==> config.mk <==
export PLATFORM = sky130hd
export DESIGN_NAME = cpu_boot_ctrl_flat
export DESIGN_NICKNAME = d
export VERILOG_FILES = /design/src/rtl/cpu_boot_pkg.sv /design/src/rtl/cpu_boot_if.sv /design/src/rtl/boot_phase_counter.sv /design/src/rtl/cpu_boot_ctrl.sv /design/src/flat_wrapper.sv
export SDC_FILE = /design/constraint.sdc
export NUM_CORES = 1
export LEC_CHECK = 0
export BUFFER_PORTS_ARGS = -buffer_cell sky130_fd_sc_hd__buf_2
export CORE_AREA = 2 2 195 197
export CTS_BUF_LIST = sky130_fd_sc_hd__clkbuf_8 sky130_fd_sc_hd__clkbuf_16
export DETAILED_ROUTE_END_ITERATION = 6
export DIE_AREA = 0 0 197 199
export PLACE_DENSITY = 0.49
export SYNTH_ARGS = -nofsm -noshare
export SYNTH_HDL_FRONTEND = slang
export SYNTH_HIERARCHICAL = 1
export SYNTH_SLANG_ARGS = --single-unit
==> constraint.sdc <==
create_clock -name clk -period 7.7 [get_ports clk]
set_input_delay 0.385 -clock clk [delete_from_list [all_inputs] [get_ports clk]]
set_output_delay 0.385 -clock clk [all_outputs]
set_load 0.02 [all_outputs]
==> src/rtl/cpu_boot_pkg.sv <==
// cpu_boot_pkg: boot sequencer states, memory strides and default widths.
// CPU_BOOT_DUMP_EN adds the dmem read-back states.
package cpu_boot_pkg;

  localparam int IMEM_AW_DEF = 9;
  localparam int DMEM_AW_DEF = 10;
  localparam int CNT_W_DEF   = 32;
  localparam int IMEM_STRIDE = 4;
  localparam int DMEM_STRIDE = 8;

  typedef enum logic [2:0] {
    IDLE,
    LOAD_I,
    LOAD_D,
    RUN,
`ifdef CPU_BOOT_DUMP_EN
    DUMP_RD,
    DUMP_WAIT,
    DUMP_OUT,
`endif
    DONE
  } state_e;

`ifdef CPU_BOOT_DUMP_EN
  localparam state_e DUMP_ENTRY = DUMP_RD;
`else
  localparam state_e DUMP_ENTRY = DONE;
`endif

  // nz: {dump, run, dmem, imem} phases still ahead with a non-zero count
  function automatic state_e next_phase(input logic [3:0] nz);
    state_e s;
    s = DONE;
    if (nz[3]) s = DUMP_ENTRY;
    if (nz[2]) s = RUN;
    if (nz[1]) s = LOAD_D;
    if (nz[0]) s = LOAD_I;
    return s;
  endfunction

endpackage

==> src/rtl/cpu_boot_if.sv <==
// cpu_boot_if: host load (in_*) and dump (out_*) valid/ready streams.
// master is the host side, slave is cpu_boot_ctrl.
interface cpu_boot_if;
  logic        in_valid;
  logic        in_ready;
  logic [63:0] in_data;
  logic        out_valid;
  logic        out_ready;
  logic [63:0] out_data;

  modport master (
    output in_valid, in_data, out_ready,
    input  in_ready, out_valid, out_data
  );

  modport slave (
    input  in_valid, in_data, out_ready,
    output in_ready, out_valid, out_data
  );
endinterface

==> src/rtl/boot_phase_counter.sv <==
// boot_phase_counter: loadable down-counter, last flags a count of one.
// A reload wins over a decrement in the same cycle.
module boot_phase_counter #(
  parameter int W = 8
) (
  input  logic         clk,
  input  logic         rst_n,
  input  logic         ld,
  input  logic [W-1:0] ld_val,
  input  logic         dec,
  output logic         last
);
  logic [W-1:0] cnt_q, cnt_d;

  always_comb begin
    cnt_d = cnt_q;
    if (ld) cnt_d = ld_val;
    else if (dec) cnt_d = cnt_q - W'(1);
  end

  always_ff @(posedge clk or negedge rst_n) begin
    if (!rst_n) cnt_q <= '0;
    else cnt_q <= cnt_d;
  end

  assign last = (cnt_q == W'(1));
endmodule

==> src/rtl/cpu_boot_ctrl.sv <==
// cpu_boot_ctrl: streams imem/dmem images in, runs the core, dumps dmem.
// Define CPU_BOOT_DUMP_EN to build the dmem read-back phase.
module cpu_boot_ctrl
  import cpu_boot_pkg::*;
#(
  parameter int IMEM_ADDR_W = IMEM_AW_DEF,
  parameter int DMEM_ADDR_W = DMEM_AW_DEF,
  parameter int CNT_W       = CNT_W_DEF
) (
  input  logic                 clk,
  input  logic                 arst_n,
  input  logic                 start,
  input  logic                 abort,
  input  logic [IMEM_ADDR_W:0] imem_words,
  input  logic [DMEM_ADDR_W:0] dmem_words,
  input  logic [CNT_W-1:0]     run_cycles,
  input  logic [DMEM_ADDR_W:0] dump_words,
  cpu_boot_if.slave            host,
  output logic                 enable,
  output logic [63:0]          addr_ext,
  output logic                 wen_ext,
  output logic                 ren_ext,
  output logic [31:0]          wdata_ext,
  output logic [63:0]          addr_ext_2,
  output logic                 wen_ext_2,
  output logic                 ren_ext_2,
  output logic [63:0]          wdata_ext_2,
  input  logic [63:0]          rdata_ext_2,
  output logic                 busy,
  output logic                 done
);
  localparam int WW = DMEM_ADDR_W + 1;

  state_e st_q, st_d, nxt;
  logic [DMEM_ADDR_W-1:0] idx_q, idx_d;
  logic [IMEM_ADDR_W:0] imem_n_q, imem_n_d;
  logic [DMEM_ADDR_W:0] dmem_n_q, dmem_n_d;
  logic [DMEM_ADDR_W:0] dump_n_q, dump_n_d;
  logic [CNT_W-1:0] run_n_q, run_n_d;
  logic [3:0] nz, mask;
  logic [WW-1:0] wc_val;
  logic enter, in_fire, out_fire, dump_nz;
  logic wc_dec, wc_last, rc_dec, rc_last;
  logic ld_i, ld_d, dm_addr_on;

  // counts track the inputs while idle, so they freeze on start
  always_comb begin
    imem_n_d = (st_q == IDLE) ? imem_words : imem_n_q;
    dmem_n_d = (st_q == IDLE) ? dmem_words : dmem_n_q;
    run_n_d  = (st_q == IDLE) ? run_cycles : run_n_q;
    dump_n_d = (st_q == IDLE) ? dump_words : dump_n_q;
`ifdef CPU_BOOT_DUMP_EN
    dump_nz  = |dump_n_d;
`else
    dump_nz  = 1'b0;
`endif
    nz = {dump_nz, |run_n_d, |dmem_n_d, |imem_n_d};
  end

  always_comb begin
    st_d   = st_q;
    idx_d  = idx_q;
    mask   = '0;
    enter  = 1'b0;
    wc_dec = 1'b0;
    rc_dec = 1'b0;
    unique case (st_q)
      IDLE: begin
        idx_d = '0;
        if (start) begin
          enter = 1'b1;
          mask  = 4'b1111;
        end
      end
      LOAD_I, LOAD_D: if (in_fire) begin
        wc_dec = 1'b1;
        idx_d  = idx_q + DMEM_ADDR_W'(1);
        if (wc_last) begin
          idx_d = '0;
          enter = 1'b1;
          mask  = ld_i ? 4'b1110 : 4'b1100;
        end
      end
      RUN: begin
        rc_dec = 1'b1;
        if (rc_last) begin
          enter = 1'b1;
          mask  = 4'b1000;
        end
      end
`ifdef CPU_BOOT_DUMP_EN
      DUMP_RD:   st_d = DUMP_WAIT;
      DUMP_WAIT: st_d = DUMP_OUT;
      DUMP_OUT: if (out_fire) begin
        wc_dec = 1'b1;
        idx_d  = idx_q + DMEM_ADDR_W'(1);
        st_d   = DUMP_RD;
        if (wc_last) begin
          idx_d = '0;
          st_d  = DONE;
        end
      end
`endif
      DONE:    st_d = IDLE;
      default: st_d = IDLE;
    endcase
    nxt = next_phase(nz & mask);
    if (enter) st_d = nxt;
    if (abort) begin
      st_d  = IDLE;
      idx_d = '0;
    end
  end

  always_comb begin
    case (nxt)
      LOAD_I:  wc_val = WW'(imem_n_d);
      LOAD_D:  wc_val = dmem_n_d;
`ifdef CPU_BOOT_DUMP_EN
      DUMP_RD: wc_val = dump_n_d;
`endif
      default: wc_val = '0;
    endcase
  end

  boot_phase_counter #(.W(WW)) u_word_cnt (
    .clk    (clk),
    .rst_n  (arst_n),
    .ld     (enter),
    .ld_val (wc_val),
    .dec    (wc_dec),
    .last   (wc_last)
  );

  boot_phase_counter #(.W(CNT_W)) u_run_cnt (
    .clk    (clk),
    .rst_n  (arst_n),
    .ld     (enter),
    .ld_val (run_n_d),
    .dec    (rc_dec),
    .last   (rc_last)
  );

  always_ff @(posedge clk or negedge arst_n) begin
    if (!arst_n) begin
      st_q     <= IDLE;
      idx_q    <= '0;
      imem_n_q <= '0;
      dmem_n_q <= '0;
      run_n_q  <= '0;
      dump_n_q <= '0;
    end else begin
      st_q     <= st_d;
      idx_q    <= idx_d;
      imem_n_q <= imem_n_d;
      dmem_n_q <= dmem_n_d;
      run_n_q  <= run_n_d;
      dump_n_q <= dump_n_d;
    end
  end

  assign ld_i = (st_q == LOAD_I);
  assign ld_d = (st_q == LOAD_D);
  assign busy = (st_q != IDLE);
  assign done = (st_q == DONE) && !abort;
  assign enable = (st_q == RUN);

  assign host.in_ready = (ld_i || ld_d) && !abort;
  assign in_fire = host.in_ready && host.in_valid;

  assign wen_ext   = in_fire && ld_i;
  assign ren_ext   = 1'b0;
  assign wdata_ext = ld_i ? host.in_data[31:0] : '0;
  assign addr_ext  = ld_i ?
    64'(idx_q[IMEM_ADDR_W-1:0]) * 64'(IMEM_STRIDE) : '0;

  assign wen_ext_2   = in_fire && ld_d;
  assign wdata_ext_2 = ld_d ? host.in_data : '0;
  assign addr_ext_2  = dm_addr_on ?
    64'(idx_q) * 64'(DMEM_STRIDE) : '0;

`ifdef CPU_BOOT_DUMP_EN
  logic [63:0] out_data_q, out_data_d;

  assign dm_addr_on = ld_d || (st_q == DUMP_RD);
  assign ren_ext_2 = (st_q == DUMP_RD);
  assign host.out_valid = (st_q == DUMP_OUT) && !abort;
  assign host.out_data = out_data_q;
  assign out_fire = host.out_valid && host.out_ready;
  assign out_data_d = (st_q == DUMP_WAIT) ? rdata_ext_2 : out_data_q;

  always_ff @(posedge clk or negedge arst_n) begin
    if (!arst_n) out_data_q <= '0;
    else out_data_q <= out_data_d;
  end
`else
  logic unused_dump;

  assign dm_addr_on = ld_d;
  assign ren_ext_2 = 1'b0;
  assign host.out_valid = 1'b0;
  assign host.out_data = '0;
  assign out_fire = 1'b0;
  assign unused_dump = ^{dump_n_q, host.out_ready, rdata_ext_2, out_fire};
`endif
endmodule

==> src/flat_wrapper.sv <==
// flat-port wrapper written by rule: the top's interface ports become plain ports
module cpu_boot_ctrl_flat import cpu_boot_pkg::*;
#(
  parameter int IMEM_ADDR_W = IMEM_AW_DEF,
  parameter int DMEM_ADDR_W = DMEM_AW_DEF,
  parameter int CNT_W       = CNT_W_DEF
)
  (clk, arst_n, start, abort, imem_words, dmem_words, run_cycles, dump_words, enable, addr_ext, wen_ext, ren_ext, wdata_ext, addr_ext_2, wen_ext_2, ren_ext_2, wdata_ext_2, rdata_ext_2, busy, done, host_in_valid, host_in_data, host_out_ready, host_in_ready, host_out_valid, host_out_data);
  cpu_boot_if host_i ();
  input  logic clk;
  input  logic arst_n;
  input  logic start;
  input  logic abort;
  input  logic [IMEM_ADDR_W:0] imem_words;
  input  logic [DMEM_ADDR_W:0] dmem_words;
  input  logic [CNT_W-1:0] run_cycles;
  input  logic [DMEM_ADDR_W:0] dump_words;
  output logic enable;
  output logic [63:0] addr_ext;
  output logic wen_ext;
  output logic ren_ext;
  output logic [31:0] wdata_ext;
  output logic [63:0] addr_ext_2;
  output logic wen_ext_2;
  output logic ren_ext_2;
  output logic [63:0] wdata_ext_2;
  input  logic [63:0] rdata_ext_2;
  output logic busy;
  output logic done;
  input wire logic [$bits(host_i.in_valid)-1:0] host_in_valid;
  input wire logic [$bits(host_i.in_data)-1:0] host_in_data;
  input wire logic [$bits(host_i.out_ready)-1:0] host_out_ready;
  output wire logic [$bits(host_i.in_ready)-1:0] host_in_ready;
  output wire logic [$bits(host_i.out_valid)-1:0] host_out_valid;
  output wire logic [$bits(host_i.out_data)-1:0] host_out_data;
  assign host_i.in_valid = host_in_valid;
  assign host_i.in_data = host_in_data;
  assign host_i.out_ready = host_out_ready;
  assign host_in_ready = host_i.in_ready;
  assign host_out_valid = host_i.out_valid;
  assign host_out_data = host_i.out_data;
  cpu_boot_ctrl #(.IMEM_ADDR_W(IMEM_ADDR_W), .DMEM_ADDR_W(DMEM_ADDR_W), .CNT_W(CNT_W)) u_core (.clk(clk), .arst_n(arst_n), .start(start), .abort(abort), .imem_words(imem_words), .dmem_words(dmem_words), .run_cycles(run_cycles), .dump_words(dump_words), .host(host_i), .enable(enable), .addr_ext(addr_ext), .wen_ext(wen_ext), .ren_ext(ren_ext), .wdata_ext(wdata_ext), .addr_ext_2(addr_ext_2), .wen_ext_2(wen_ext_2), .ren_ext_2(ren_ext_2), .wdata_ext_2(wdata_ext_2), .rdata_ext_2(rdata_ext_2), .busy(busy), .done(done));
endmodule
Word level (Yosys, flattened, before mapping)
Cells that the tools add are included. Widths: inputs -> output; s select.

Bits in registers: 109. Input port bits: 198. Output and inout port bits: 297. Logic and storage cells: 74.

$add $sub $neg: 3. Eq/ne operators: 10. Muxes and demuxes: 35. Bitwise gates (word level): 1. Reductions and logical operators: 18.

Operators with widths (count): $mux 32 (4); $mux 64 (1); $mux 11 (4); $mux 10 (4); $eq 32x1->1 const B (1); $reduce_or 32->1 (1); $sub 32x1->32 const B (1); $mux 3 (9); $pmux 11 s2 (1); $pmux 10 s2 (1); $mux 13 (1); $eq 11x1->1 const B (1); $reduce_or 11->1 (1); $sub 11x1->11 const B (1); $add 10x1->10 const B (1); $reduce_or 10->1 (1); $eq 3x2->1 const B (3); $pmux 3 s3 (1); $mux 1 (7); $eq 3x1->1 const B (2); $reduce_bool 3->1 (2); $logic_and 1x1->1 (5); $reduce_bool 2->1 (2); $reduce_or 4->1 (1); 11 further kinds (11).

Logic depth before layout (Yosys ltp)
Depth after elaboration: 13. Depth in mapped cells: 14. Mapped depth without buffers: 12.

By module
The synthesis kept the hierarchy.

By module, submodules not included: cpu_boot_ctrl (instances 1, cells an instance 564, area each 5103.6 um^2, sequential area each 1401.3 um^2); boot_phase_counter (u_core.u_run_cnt) (instances 1, cells an instance 196, area each 1773.0 um^2, sequential area each 800.8 um^2); boot_phase_counter (u_core.u_word_cnt) (instances 1, cells an instance 71, area each 644.4 um^2, sequential area each 275.3 um^2).

Worst setup path before layout
No wires, ideal clock.

Kind: register to register. From: register u_core.u_run_cnt.cnt_q[16]. To: register u_core.u_word_cnt.cnt_q[6]. Setup time: 0.129 ns. Arrival time: 2.899 ns. Data required time: 7.571 ns. Setup slack: 4.673 ns. Stages on the path, launching flop included: 13. Buffers on the path: 4. Period minus slack after synthesis: 3.027 ns. Cells stage by stage: dfrtp_1 -> or4_4 -> or4_4 -> buf_6 -> nor3_1 -> nand3_1 -> nand2_1 -> buf_2 -> clkbuf_1 -> inv_1 -> clkbuf_1 -> o211ai_1 -> nand3_1.

Longest elaborated chain between the ends: 4. Elaborated cells on any way between the ends: 5. Classes of those cells: eq/ne (1); mux (3); reduce/logical (1).

RTL lines: start: declaration (RTL line boot_phase_counter.sv:13) `logic [W-1:0] cnt_q, cnt_d;`; start signal: assignment (RTL line boot_phase_counter.sv:23) `else cnt_q <= cnt_d;`; $eq 32x1->1 (*) (RTL line boot_phase_counter.sv:26) `assign last = (cnt_q == W'(1));`; via u_core.rc_last (RTL line cpu_boot_ctrl.sv:43) `logic wc_dec, wc_last, rc_dec, rc_last;`; $mux 1 (*) (RTL line cpu_boot_ctrl.sv:86) `if (rc_last) begin`; $pmux 1 s3 (*) (RTL line cpu_boot_ctrl.sv:67) `unique case (st_q)`; via u_core.enter (RTL line cpu_boot_ctrl.sv:42) `logic enter, in_fire, out_fire, dump_nz;`; $mux 11 or $reduce_bool 2->1 (tied branches); end signal: assignment (RTL line boot_phase_counter.sv:23); end: declaration (RTL line boot_phase_counter.sv:13).

The timed path passes the listed nets; every way through them passes the cells marked *. A chain may end at the register's enable or synchronous reset.

Worst setup path in the final report
From: register u_core.u_run_cnt.cnt_q[16]. To: register u_core.u_word_cnt.cnt_q[6].

Longest elaborated chain between the ends: 4. Elaborated cells on any way between the ends: 5. Classes of those cells: eq/ne (1); mux (3); reduce/logical (1).

RTL lines (RTL line): $eq 32x1->1 (*) (boot_phase_counter.sv:26); via u_core.rc_last (cpu_boot_ctrl.sv:43); $mux 1 (*) (cpu_boot_ctrl.sv:86); $pmux 1 s3 (*) (cpu_boot_ctrl.sv:67); $mux 11 or $reduce_bool 2->1 (tied branches).

Marked as above.

==> key figures <==
Flow run
  – # Max-Cap Violations: 0

Clock network
  – Worst-Skew Late Latency: 360 ps
  – CTS Buffer Depth: 2
  – Num CTS Buffers: 9
  – Post-cts sizing count: 0
  – Postcts setup bufs: 0
  – CTS root buffer: clkbuf_16
  – Clock sinks: 99
  – CTS H-tree lvls: 3
  – CTS tree: yes
  – Clock slew at reported path FFs: 80 ps
  – CTS Hold Buffers Added: 0

Routing
  – WL met3: 1502 um
  – Vias per inst: about 4.0
  – Drt pass-1 iters: 4
  – Routed length per placed instance: 14.57 um
  – Vias post-DR: 6,154
  – Met1 wire length: approximately 11,000 um
  – Routed Antenna Nets: 0
  – DRC errors left: 0
  – Starting DRT DRC Count: 269
  – Met2 wire length: 9827 um
  – Routed WL: 22,220 um
  – Top layer in use: met5

Final layout
  – Final cell count without fillers: 1,525
  – Area grow syn2layout: 16.90%
  – Fill cell count: about 4,100
  – Most frequent cells in the layout: 241 x buf_2, 176 x conb_1, 99 x dfrtp_1
  – Final #Nets: 1,243
  – Most common cell after layout, fill and taps aside: buf_2
  – Share of cells above drive strength 1: 0.3254

Pwr
  – Leak pwr: 4.579 nW
  – Power Density: 253.2 nW/um2
  – Maximum VDD drop: ~0.087 mV

Place
  – Number of I/O port buffers: 242
  – HPWL after DPL: 17,340 um
  – # placed instances: 1,503
  – GPL Wtd Cong: 0.7492

Yosys
  – Cell Area, Synth: 7521 um2
  – Top_reg_cell synth: dfrtp_1
  – Register area share after synthesis: 0.3294
  – Synth warn: 6
  – Post-synth EDFFs: 0
  – Post-Synthesis Cells: about 830
  – Post-synthesis register bit count: approximately 100
  – Avg Cell Area, Syn: 9.050 um2
  – FFs w/ async S/R, synth: 1.000
  – Synth unique cells: 63

Timing
  – Period minus WS final: 3535 ps
  – Unrepaired setup endpoints after global routing: false
  – Max-slew violations: 0
  – Finish-stage setup viols: 0
  – Final hold vios: 0
  – Slew Limit Headroom: 0.5057
  – Clock Skews: 16.79 ps
  – Final period util: 0.4591
  – Fmax: 282.9 MHz
  – Worst-Margin Slew: between 700 and 800 ps
  – Setup TNS Final: 0 ps

Floorplanning
  – Chip width: 197 um
  – Row count: 71
  – Die Height: 199 um
  – Die ar.: a little under 40,000 um2
  – Core ar.: 37,130 um2
  – Initial core utilization: 0.2025
  – I/O pins: roughly 500

Critical path
  – Critical path endpoint category: flop
  – Critical-path cell list: or4_4 > or4_4 > nor3_1 > nand3_1 > nand2_2 > buf_4 > inv_1 > o211ai_1 > nand3_1
  – Slowest stage delay, CP: 590 ps
  – Worst Path Required: 7940 ps
  – Slowest cell on the critical path: or4_4
  – Crit path from: u_core/u_run_cnt/cnt_q[16]
  – Data arrival time of the critical path: approximately 3800 ps
  – Kind of critical path: reg2reg
  – Critical Path Fanout Max: 78
  – Critical R2R Launch: u_core/u_run_cnt/cnt_q[16]
  – Worst Setup Start Kind: flop

Worst hold path
  – Worst Hold Class: in2async

GRT
  – First-pass GRT wire length: between 30,000 and 40,000 um
  – Total grt overflow: 0
  – Total track usage: 0.1057
  – Vias in the first global route: about 5,300
  – Initial antenna violation count: 10
  – Largest net degree at the start of global routing: 79

Outcome
  – Outcome: complete, no violations
[layer usage]
layer / vias to the layer above / GRT usage
li1: 2994 / -
met1: 2953 / 0.1592
met2: 192 / 0.1479
met3: 11 / 0.02798
met4: 4 / 0.02339
met5: - / 0
[per-stage QoR]
stage               worst slack (ps)  hold slack, ps  utilization  power, W  area [um2]
global placement                4109           437.5       0.2284  0.001773        8482
global route                    3818           49.85       0.2365  0.002400        8782
finish                          4165           6.177       0.2368  0.002226        8792
detailed placement              4089           434.9       0.2284  0.001784        8482
CTS                             4062           32.79       0.2364  0.002257        8777
floorplan                       4673           89.41            -  0.001607        8178
[critical path, delay by kind of cell, from the launching register on]
kind	cells	cell delay (ps)
buf+inv	2	920
compound gates	1	200
flops	1	410
simple gates	6	1870
[state kept, by name (all words and copies together), names as in the netlist]
| name | cells |
|---|---|
| u_core/idx_q | 10 |
| u_core/u_word_cnt/cnt_q | 11 |
| u_core/dmem_n_q | 11 |
| u_core/run_n_q | 32 |
| u_core/u_run_cnt/cnt_q | 32 |
| u_core/st_q | 3 |
[cells in the mapped netlist, types with 2 or more instances]
| master | number | share of area |
|---|---|---|
| ha_1 | 5 | 0.0083 |
| buf_6 | 5 | 0.0075 |
| a31oi_1 | 10 | 0.0083 |
| a21oi_1 | 4 | 0.0027 |
| xnor2_1 | 25 | 0.029 |
| o31ai_1 | 7 | 0.0070 |
| o21ai_2 | 3 | 0.0035 |
| and3_1 | 81 | 0.067 |
| or4_1 | 8 | 0.0080 |
| o21ai_0 | 39 | 0.026 |
| a22o_1 | 2 | 0.0023 |
| dfrtp_1 | 99 | 0.33 |
| nor2b_1 | 2 | 0.0017 |
| and2_1 | 42 | 0.035 |
| or4_4 | 6 | 0.0090 |
| or3_1 | 10 | 0.0083 |
| nand2b_4 | 3 | 0.0055 |
| nand2b_1 | 3 | 0.0025 |
| nand3_1 | 11 | 0.0073 |
| inv_1 | 13 | 0.0065 |
| nor2_1 | 22 | 0.011 |
| nor3_1 | 17 | 0.011 |
| buf_4 | 180 | 0.18 |
| nand4_1 | 7 | 0.0058 |
| clkbuf_1 | 34 | 0.017 |
| buf_2 | 5 | 0.0033 |
| nor4_1 | 35 | 0.029 |
| a41o_1 | 9 | 0.012 |
| o21ai_1 | 6 | 0.0040 |
| or2_2 | 4 | 0.0033 |
| nand2_1 | 44 | 0.022 |
| nor4b_1 | 2 | 0.0023 |
| o31a_1 | 2 | 0.0023 |
| mux2_2 | 44 | 0.066 |
| and4_1 | 8 | 0.0093 |
| xor2_1 | 7 | 0.0082 |
[cell families after synthesis]
logic type | after synthesis | share of synthesized area
compound gates | 91 | 0.08252
xor+xnor | 33 | 0.03943
fa+ha+maj | 6 | 0.009649
buf+inv | 239 | 0.2149
flops | 99 | 0.3294
mux | 46 | 0.06871
other cells | 1 | 0.0004986
simple gates | 316 | 0.2549
[worst paths after layout]
kind	end	slack, ps	cells past startpoint
setup / recovery	u_core/u_word_cnt/cnt_q[6]	4170	9
hold / removal	u_core/u_run_cnt/cnt_q[17]	6	1
setup reg to reg	u_core/u_word_cnt/cnt_q[6]	4170	9
hold reg to reg	u_core/dmem_n_q[8]	530	1
max in group asynchronous	u_core/dmem_n_q[10]	6550	2
min in group clk	u_core/run_n_q[30]	300	2
[final cells by class]
type                            count  area [um2]  area share
Inverter                           14       52.55    0.005977
Clock buffer                        9       225.2     0.02562
Sequential cell                    99        2477      0.2818
Multi-Input combinational cell    668        4100      0.4663
Tap cell                          474       593.1     0.06745
Antenna cell                        6       15.01    0.001708
Timing Repair Buffer              248        1259      0.1432
Clock inverter                      7       70.07    0.007969
[power by group]
group          internal [W]  leakage (nW)  total, W  switching (W)
registers          0.000706          1.20  0.000863       0.000157
clock network      0.000228         0.141  0.000455       0.000227
logic              0.000361          3.23  0.000908       0.000547
No activity file was read; power rests on OpenSTA's default activity.
